`src/rtl/alu_pkg.sv`:
```
// Shared definitions for the multi-cycle ALU: opcodes, FSM states and status bit positions.
package alu_pkg;

  typedef enum logic [4:0] {
    OP_NOP = 5'd0,
    OP_ADD = 5'd1,
    OP_SUB = 5'd2,
    OP_AND = 5'd3,
    OP_OR  = 5'd4,
    OP_NOT = 5'd5,
    OP_XOR = 5'd6,
    OP_SHL = 5'd7,
    OP_SHR = 5'd8,
    OP_VAL = 5'd9,
    OP_CMP = 5'd10,
    OP_MUL = 5'd11
  } opcode_e;

  typedef enum logic [1:0] {
    ST_IDLE = 2'd0,
    ST_RUN  = 2'd1,
    ST_DONE = 2'd2
  } state_e;

  localparam int StatusBits    = 6;
  localparam int FLAG_CARRY     = 0;
  localparam int FLAG_UNDERFLOW = 1;
  localparam int FLAG_ZERO      = 2;
  localparam int FLAG_EQUAL     = 3;
  localparam int FLAG_GREATER   = 4;
  localparam int FLAG_SMALLER   = 5;

  function automatic logic is_shift(input logic [4:0] op);
    return (op == OP_SHL) || (op == OP_SHR);
  endfunction

endpackage

```
`src/rtl/alu_flags.sv`:
```
// Status word assembly: Zero and the unsigned compare flags, plus pass-through Carry/Underflow.
module alu_flags
  import alu_pkg::*;
#(
  parameter int DataWidth = 8
) (
  input  logic [DataWidth-1:0]  value,
  input  logic [DataWidth-1:0]  lhs,
  input  logic [DataWidth-1:0]  rhs,
  input  logic                  carry,
  input  logic                  underflow,
  input  logic                  zero_en,
  input  logic                  cmp_en,
  output logic [StatusBits-1:0] status
);

  // Zero is suppressed when a carry escaped, so 128+128 is not reported as zero.
  always_comb begin
    status                 = '0;
    status[FLAG_CARRY]     = carry;
    status[FLAG_UNDERFLOW] = underflow;
    status[FLAG_ZERO]      = zero_en && (value == '0) && !carry;
    status[FLAG_EQUAL]     = cmp_en && (lhs == rhs);
    status[FLAG_GREATER]   = cmp_en && (lhs > rhs);
    status[FLAG_SMALLER]   = cmp_en && (lhs < rhs);
  end

endmodule

```
`src/rtl/alu_mc.sv`:
```
// Multi-cycle ALU: single-cycle logic/arith ops, bit-serial shifts, optional shift-add multiply.
// Define ALU_MC_MUL_EN to build the MUL opcode; otherwise opcode 11 behaves as NOP.
module alu_mc
  import alu_pkg::*;
#(
  parameter int DataWidth = 8,
  parameter int ParamBits = 8
) (
  input  logic                 clk,
  input  logic                 reset,
  input  logic                 start,
  input  logic [4:0]           opcode,
  input  logic [DataWidth-1:0] operand1,
  input  logic [DataWidth-1:0] operand2,
  input  logic [ParamBits-1:0] param,
  output logic                 busy,
  output logic                 done,
  output logic [DataWidth-1:0] result,
  output logic [5:0]           status
);

  localparam int CntBits = $clog2(DataWidth + 1);
  localparam logic [CntBits-1:0] CntFull = CntBits'(DataWidth);
  localparam logic [CntBits-1:0] CntOne  = CntBits'(1);

  state_e               state;
  logic [4:0]           op_q;
  logic [DataWidth-1:0] shreg;
  logic [CntBits-1:0]   cnt;

`ifdef ALU_MC_MUL_EN
  logic [2*DataWidth-1:0] acc;
  logic [2*DataWidth-1:0] mcand;
  logic [2*DataWidth-1:0] acc_next;
`endif

  logic [DataWidth:0]     sum;
  logic [DataWidth-1:0]   calc_res;
  logic                   calc_carry;
  logic                   calc_under;
  logic                   calc_zero_en;
  logic                   calc_cmp_en;
  logic [CntBits-1:0]     shift_len;
  logic [DataWidth-1:0]   shift_next;
  logic [DataWidth-1:0]   run_res;
  logic                   run_carry;
  logic                   in_idle;
  logic [DataWidth-1:0]   f_value;
  logic                   f_carry;
  logic                   f_under;
  logic                   f_zero_en;
  logic                   f_cmp_en;
  logic [StatusBits-1:0]  status_next;

  // Shifts longer than the word saturate at DataWidth steps, which drains the value to zero.
  assign shift_len = (int'(param) >= DataWidth) ? CntFull : CntBits'(param);

  // Single-cycle operations evaluate straight from the inputs on the accepting edge.
  always_comb begin
    calc_res     = '0;
    calc_carry   = 1'b0;
    calc_under   = 1'b0;
    calc_zero_en = 1'b1;
    calc_cmp_en  = 1'b0;
    sum          = {1'b0, operand1} + {1'b0, operand2};
    case (opcode)
      OP_ADD: begin
        calc_res    = sum[DataWidth-1:0];
        calc_carry  = sum[DataWidth];
        calc_cmp_en = 1'b1;
      end
      OP_SUB: begin
        calc_res    = operand1 - operand2;
        calc_under  = operand1 < operand2;
        calc_cmp_en = 1'b1;
      end
      OP_AND: begin
        calc_res    = operand1 & operand2;
        calc_cmp_en = 1'b1;
      end
      OP_OR: begin
        calc_res    = operand1 | operand2;
        calc_cmp_en = 1'b1;
      end
      OP_XOR: begin
        calc_res    = operand1 ^ operand2;
        calc_cmp_en = 1'b1;
      end
      OP_NOT:         calc_res = ~operand2;
      OP_SHL, OP_SHR: calc_res = operand1;
      OP_VAL:         calc_res = DataWidth'(param);
      OP_CMP: begin
        calc_zero_en = 1'b0;
        calc_cmp_en  = 1'b1;
      end
      default:        calc_zero_en = 1'b0;
    endcase
  end

  // One step of the running operation; the value produced on the final step is the result.
  always_comb begin
    shift_next = (op_q == OP_SHL) ? (shreg << 1) : (shreg >> 1);
    run_res    = shift_next;
    run_carry  = 1'b0;
`ifdef ALU_MC_MUL_EN
    acc_next = acc + (shreg[0] ? mcand : '0);
    if (op_q == OP_MUL) begin
      run_res   = acc_next[DataWidth-1:0];
      run_carry = |acc_next[2*DataWidth-1:DataWidth];
    end
`endif
  end

  assign in_idle   = (state == ST_IDLE);
  assign f_value   = in_idle ? calc_res : run_res;
  assign f_carry   = in_idle ? calc_carry : run_carry;
  assign f_under   = in_idle ? calc_under : 1'b0;
  assign f_zero_en = in_idle ? calc_zero_en : 1'b1;
  assign f_cmp_en  = in_idle ? calc_cmp_en : 1'b0;

  alu_flags #(
    .DataWidth(DataWidth)
  ) u_flags (
    .value    (f_value),
    .lhs      (operand1),
    .rhs      (operand2),
    .carry    (f_carry),
    .underflow(f_under),
    .zero_en  (f_zero_en),
    .cmp_en   (f_cmp_en),
    .status   (status_next)
  );

  // Control FSM; busy and done are registered alongside the state.
  always_ff @(posedge clk or posedge reset) begin
    if (reset) begin
      state  <= ST_IDLE;
      busy   <= 1'b0;
      done   <= 1'b0;
      result <= '0;
      status <= '0;
      op_q   <= '0;
      shreg  <= '0;
      cnt    <= '0;
`ifdef ALU_MC_MUL_EN
      acc    <= '0;
      mcand  <= '0;
`endif
    end else begin
      done <= 1'b0;
      case (state)
        ST_IDLE: begin
          if (start) begin
            op_q  <= opcode;
            shreg <= operand1;
            busy  <= 1'b1;
            if (is_shift(opcode) && (shift_len != '0)) begin
              cnt   <= shift_len;
              state <= ST_RUN;
            end
`ifdef ALU_MC_MUL_EN
            else if (opcode == OP_MUL) begin
              cnt   <= CntFull;
              shreg <= operand2;
              acc   <= '0;
              mcand <= {{DataWidth{1'b0}}, operand1};
              state <= ST_RUN;
            end
`endif
            else begin
              result <= calc_res;
              status <= status_next;
              done   <= 1'b1;
              state  <= ST_DONE;
            end
          end
        end
        ST_RUN: begin
          shreg <= shift_next;
          cnt   <= cnt - CntOne;
`ifdef ALU_MC_MUL_EN
          acc   <= acc_next;
          mcand <= mcand << 1;
`endif
          if (cnt == CntOne) begin
            result <= run_res;
            status <= status_next;
            done   <= 1'b1;
            state  <= ST_DONE;
          end
        end
        ST_DONE: begin
          busy  <= 1'b0;
          state <= ST_IDLE;
        end
        default: begin
          busy  <= 1'b0;
          state <= ST_IDLE;
        end
      endcase
    end
  end

endmodule

```
`config.mk`:
```
export PLATFORM = sky130hd
export DESIGN_NAME = alu_mc
export DESIGN_NICKNAME = d
export VERILOG_FILES = /design/src/rtl/alu_pkg.sv /design/src/rtl/alu_flags.sv /design/src/rtl/alu_mc.sv
export SDC_FILE = /design/constraint.sdc
export NUM_CORES = 1
export LEC_CHECK = 0
export BUFFER_PORTS_ARGS = -buffer_cell sky130_fd_sc_hd__clkbuf_2
export CAP_MARGIN = 25
export CORE_AREA = 2 2 87 89
export DETAILED_ROUTE_END_ITERATION = 16
export DIE_AREA = 0 0 89 91
export PLACE_DENSITY = 0.72
export SLEW_MARGIN = 20
export SYNTH_ARGS = -nofsm -noshare
export SYNTH_HDL_FRONTEND = slang
export SYNTH_HIERARCHICAL = 1
export SYNTH_SLANG_ARGS = --single-unit
```
`constraint.sdc`:
```
create_clock -name clk -period 2.85 [get_ports clk]
set_clock_uncertainty 0.2 [all_clocks]
set_input_delay 0.57 -clock clk [delete_from_list [all_inputs] [get_ports clk]]
set_output_delay 0.57 -clock clk [all_outputs]
set_load 0.03 [all_outputs]
```
# Word level (Yosys, flattened, before mapping)
# Cells that the tools add are included.
[word_totals] register_bits=35 in_bits=32 word_cells=93
[op_classes] add_sub_neg=3 order_cmp=3 eq_ne=18 mux=35 n_bitwise=5 reduce_logical=21
[ops] op="case mux 8 bit (8 select lines)" n=1
[ops] op="2-to-1 mux 8 bit" n=6
[ops] op="case mux 8 bit (2 select lines)" n=2
[ops] op="== test 5 x 3 -> 1 bit, second input constant" n=5
[ops] op="2-to-1 mux 6 bit" n=3
[ops] op="== test 5 x 4 -> 1 bit, second input constant" n=3
[ops] op="2-to-1 mux 1 bit" n=12
[ops] op="2-to-1 mux 4 bit" n=3
[ops] op="case mux 6 bit (2 select lines)" n=1
[ops] op="== test 5 x 2 -> 1 bit, second input constant" n=2
[ops] op="adder 8 x 8 -> 9 bit" n=1
[ops] op="OR reduction 9 bit" n=1
[ops] op="AND 8 bit" n=1
[ops] op="== test 8 bit" n=1
[ops] op=">= comparator 8 x 4 -> 1 bit, second input constant" n=1
[ops] op="> comparator 8 bit" n=1
[ops] op="zero test 8 bit" n=1
[ops] op="< comparator 8 bit" n=1
[ops] op="NOT 8 bit" n=1
[ops] op="OR 8 bit" n=1
[ops] op="case mux 4 bit (2 select lines)" n=1
[ops] op="AND reduction 2 bit" n=4
[ops] op="subtractor 8 bit" n=1
[ops] op="XOR 8 bit" n=1
[ops] op="20 further kinds" n=30

# Longest topological paths before layout
[depth] ltp_word=10 ltp_mapped=13

# Modules after synthesis
# Netlist, hierarchy kept.
[by_module_without_submodules] module="alu_mc" instances=1 cells_each=377 area_per_inst_um2=3219.3
[by_module_without_submodules] module="alu_flags" instances=1 cells_each=42 area_per_inst_um2=271.5

# Least setup slack after synthesis
# OpenSTA, ideal clock, no wires.
[synth_timing] kind="input to register" from="in operand1[0]" to="reg status[2]" setup_time_ns=0.066 arrival_time_ns=2.719 required_ns=2.584 setup_slack_ns=-0.134 stages=12 path_cell_list="ha_1 -> fa_1 -> a211oi_1 -> o21bai_1 -> a21o_1 -> a221oi_1 -> o21ai_0 -> o21a_1 -> nor4_1 -> and4b_1 -> nand2_1 -> nand2_1"
[synth_via] elab_chain_cells=9
[synth_lines] item="start, declared" line="alu_mc.sv:13" text="input logic [DataWidth-1:0] operand1,"
[synth_lines] item="subtractor 8 bit / adder 8 x 8 -> 9 bit (equally long branches)" line="alu_mc.sv:73, alu_mc.sv:65"
[synth_lines] item="case mux 8 bit (8 select lines) (*)" line="alu_mc.sv:66" text="case (opcode)"
[synth_lines] item="2-to-1 mux 8 bit (*)" line="alu_mc.sv:115" text="assign f_value = in_idle ? calc_res : run_res;"
[synth_lines] item="net f_value[6]" line="alu_mc.sv:48" text="logic [DataWidth-1:0] f_value;"
[synth_lines] item="zero test 8 bit (*)" line="alu_flags.sv:22" text="status[FLAG_ZERO] = zero_en && (value == '0) && !carry;"
[synth_lines] item="logical AND 1 bit (*) (2 in series)" line="alu_flags.sv:22"
[synth_lines] item="net status_next[2]" line="alu_mc.sv:53" text="logic [StatusBits-1:0] status_next;"
[synth_lines] item="2-to-1 mux 6 bit" line="alu_mc.sv:157" text="if (is_shift(opcode) && (shift_len != '0)) begin"
[synth_lines] item="2-to-1 mux 6 bit" line="alu_mc.sv:153" text="if (start) begin"
[synth_lines] item="case mux 6 bit (2 select lines) (*)" line="alu_mc.sv:151" text="case (state)"
[synth_lines] item="end signal, assigned" line="alu_mc.sv:172" text="status <= status_next;"
[synth_lines] item="end signal, assigned" line="alu_mc.sv:187" text="status <= status_next;"
[synth_lines] item="end, declared" line="alu_mc.sv:19" text="output logic [5:0] status"
# The timed path passes the listed nets; every way through them passes the cells marked *. The select of a mux whose other input is x is not followed.
# A chain may end at the register's enable or synchronous reset.

# Worst setup path after layout
[layout_timing] from="in operand2[0]" to="reg status[2]"
[layout_via] elab_chain_cells=9
[layout_lines] item="start, declared" line="alu_mc.sv:14" text="input logic [DataWidth-1:0] operand2,"
[layout_lines] item="subtractor 8 bit / adder 8 x 8 -> 9 bit (equally long branches)" line="alu_mc.sv:73, alu_mc.sv:65"
[layout_lines] item="case mux 8 bit (8 select lines) (*)" line="alu_mc.sv:66"
[layout_lines] item="2-to-1 mux 8 bit (*)" line="alu_mc.sv:115"
[layout_lines] item="net f_value[6]" line="alu_mc.sv:48"
[layout_lines] item="zero test 8 bit (*)" line="alu_flags.sv:22"
[layout_lines] item="logical AND 1 bit (*) (2 in series)" line="alu_flags.sv:22"
[layout_lines] item="net status_next[2]" line="alu_mc.sv:53"
[layout_lines] item="2-to-1 mux 6 bit" line="alu_mc.sv:157"
[layout_lines] item="2-to-1 mux 6 bit" line="alu_mc.sv:153"
[layout_lines] item="case mux 6 bit (2 select lines) (*)" line="alu_mc.sv:151"
# Marks and branches as above.

==> flow_summary_export.csv <==
group,metric,value,unit
outcome,outcome,"completed",
worst_setup_path,max_stage_delay,0.35,ns
timing,min_period_over_period,99.6,%
worst_setup_path,worstReg2RegStart,"state[1]",
synth,ys_warn_count,6,
pwr,p_per_area,438,mW/mm2
worst_setup_path,endpoint_kind,"register",
placed_design,dpl.hpwl,8980,um
drt,ant_nets,0,
floorplan,ios,48,
worst_setup_path,path_cells,"clkbuf_2 -> ha_4 -> fa_2 -> a211oi_2 -> o21bai_1 -> a21o_1 -> a221oi_4 -> o21ai_2 -> o21a_1 -> nor4_2 -> and4b_1 -> nand2_1 -> nand2_1",
timing,fmax,352,MHz
drt,routed_wl,11200,um
synth,synthesis.nets,488,
synth,ys_ff_latch,35,
cells_and_area,n_fill_cell,655,
drt,avgViaCountPerCell,5.75,
floorplan,dieWidth,89,um
cts,ctsHoldBuffers,0,
synth,synth_edf_count,0,
worst_setup_path,critPathTopFamily,"compound AO/OA/AOI/OAI gates",
synth,ys_async_sr_fraction,100,%
grt,grt_pass1_vias,3685,
grt,grt-ovfl-total,0,
worst_setup_path,start_kind,"input pin",
cells_and_area,postLayoutCoreUtil,65.7,%
worst_setup_path,reg2reg_depth,8,
timing,finalHoldViolCount,0,
worst_setup_path,path_buf_inv,1,
cells_and_area,nNetsFinal,619,
cells_and_area,area_growth,34.4,%
synth,synthCells,419,
floorplan,rows,31,
worst_setup_path,arrival,2.88,ns
placed_design,pre_cts_ws,-0.336,ns
worst_setup_path,setup.worst_path.class,"input pin to register",
worst_setup_path,slowest_stage,"fa_2",
drt,remaining_drc_errors,0,
synth,syn_avg_cell_area,8.33,um2
cts,cts_root_buf,"clkbuf_8",
placed_design,gp_congestion,1.01,
cts,clk_pin_slew,0.07,ns
drt,dr.pass1.iters,5,
pwr,leakage,2.35,nW
cts,cts_buffers,5,
timing,slew_viol_final,0,
worst_setup_path,cp.required,2.89,ns
floorplan,start_util,48.9,%
timing,fin_tns_setup,0,ns
timing,worst_pin_slew,0.749,ns
floorplan,die_h,91,um
cts,clk_latency,0.30,ns
drt,first_iter_violations,176,
drt,via_count,3737,
grt,gr-usage-all-layers,28.7,%
pwr,peakVddDrop,0.236,mV
placed_design,port_buffers,47,
timing,setup_violations,0,
cells_and_area,finalInstanceArea,0.00469,mm2
timing,relSlewSlack,49.9,%
cells_and_area,diodes,0,
cts,cts.sinks,35,
cells_and_area,drive_gt1_share,35.2,%
timing,rsz0062_at_grt,"true",
cts,h-tree-depth,2,
placed_design,placed_cell_area,0.00449,mm2
grt,grt_start_max_net_pins,36,
synth,yosys_most_used_dff,"dfrtp_1",
worst_setup_path,path_max_fanout,3,
cells_and_area,instances_no_fill,650,
synth,seq_area_frac_synth,25.1,%
job,drv_cap,0,
min_path,hold_class,"input pin to asynchronous set/reset pin",
drt,post_drt_wl_per_cell,17.2,um
timing,fin_ws,0.0108,ns
cts,cts_tree,"yes",
grt,grt_pass1_wl,18100,um
synth,netlist-cell-type-count,72,
worst_setup_path,critPathMostFrequentCell,"nand2_1",
timing,finalCriticalPeriod,2.84,ns
floorplan,coreArea,0.00714,mm2
cts,clock_path_buffers,2,
synth,syn_area,0.00349,mm2
grt,antenna_found_initial,0,
worst_setup_path,r2r_setup_slack,0.51,ns
worst_setup_path,r2r-end,"status[4]",
placed_design,place_inst,640,
floorplan,dieArea,0.00810,mm2
-- final cells by class --
type / count / area [um2] / share of cell area [%]
clock buffers: 8 / 100 / 2.13
inverters: 38 / 143 / 3.04
multi-input cells: 323 / 2460 / 52.4
flip-flops and latches: 35 / 876 / 18.7
well taps: 99 / 124 / 2.64
repair buffers: 147 / 988 / 21.1
-- cell usage after synthesis, types with 4 or more instances --
master     n  area, um2
dfrtp_1   35        876
nor2_1    24       90.1
nand2b_1   4       25.0
o31ai_1    5       37.5
mux2i_1   23        230
nand2_1   42        158
a221o_1    5       50.1
a222oi_1   4       40.0
clkbuf_1  14       52.6
inv_1     37        139
ha_1      35        438
buf_1      4       15.0
nor3_1    13       65.1
a21o_1     5       37.5
o21ai_0   21        105
and2_1     4       25.0
a21oi_1   26        130
and3_1     5       31.3
nand3_1    5       25.0
mux2_2     5       56.3
nor3b_1    5       37.5
a211oi_1   7       52.6
a221oi_1   4       35.0
nor2b_1   13       81.3
-- worst min-delay path: stages --
cell	delay, ns
clkbuf_2	0.08
inv_1	0.04
buf_4	0.38
-- power breakdown --
group          internal (W)  switching, W  total, W
clock network      0.000221      0.000182  0.000403
logic              0.000417      0.000520  0.000937
registers          0.000614      0.000104  0.000717
-- sequential cells by signal, summed over array words and instances (netlist names) --
register  flops
op_q          5
shreg         8
status        6
result        8
state         2
cnt           4
done          1
busy          1
-- how the worst max path moves through the flow --
stage                           start         to  slack [ns]  cells after the start
after CTS                 operand2[2]  status[2]        0.03                     13
after global routing      operand1[4]  status[2]       -0.12                     14
final                     operand2[0]  status[2]        0.01                     13
after global placement    operand1[0]  status[2]       -0.33                     14
after floorplan           operand1[0]  status[2]       0.006                     12
after detailed placement  operand1[0]  status[2]       -0.34                     14
-- cells in the final DEF (no fill, tap or decap), types with 4 or more instances in the layout --
cell type and n:
a211oi_1 4, a211oi_2 4, a21o_1 5, a21oi_1 26, a221o_1 5, a222oi_1 4, and2_1 4, and3_1 5
buf_4 101, clkbuf_2 46, clkbuf_8 7, dfrtp_1 35, ha_1 32, inv_1 37, mux2_2 5, mux2i_1 23
nand2_1 42, nand2b_1 4, nand3_1 5, nor2_1 24, nor2b_1 13, nor3_1 10, nor3_2 5, nor3b_1 4
o21ai_0 20, o31ai_1 5
-- cell families (layout without fill, tap and decap cells) --
kind of cell,after synthesis,after routing,synth area share (%)
buf+inv,61,193,7.24
fa+ha+maj,37,37,13.7
simple gates,138,138,20.8
compound gates,118,118,24.5
mux,28,28,8.21
xor+xnor,2,2,0.502
flops,35,35,25.1
-- layer usage --
| metal | vias to the layer above | GRT usage [%] | part of all wire, % | routed length [um] |
|---|---|---|---|---|
| met5 | - | 0 | 0 | 0 |
| met2 | 134 | 47.0 | 48 | 5370 |
| met4 | 0 | 8.83 | 2.5 | 279 |
| met3 | 23 | 3.64 | 6.2 | 695 |
| met1 | 1785 | 39.1 | 43 | 4840 |
| li1 | 1795 | - | - | - |
-- stage by stage --
| stage | power [W] | hold slack [ns] |
|---|---|---|
| 2_1_floorplan | 0.00127 | 0.250 |
| 3_3_place_gp | 0.00159 | 0.261 |
| 3_5_place_dp | 0.00162 | 0.265 |
| 4_1_cts | 0.00203 | 0.159 |
| 5_1_grt | 0.00218 | 0.216 |
| 6_report | 0.00206 | 0.142 |
-- what timing repair did --
action,CTS,global route
setup buffers,0,2
pin swaps,0,10
resized for setup,4,14
setup endpoints to repair,1,2
gates cloned,0,0
No activity file was read; power rests on OpenSTA's default activity.
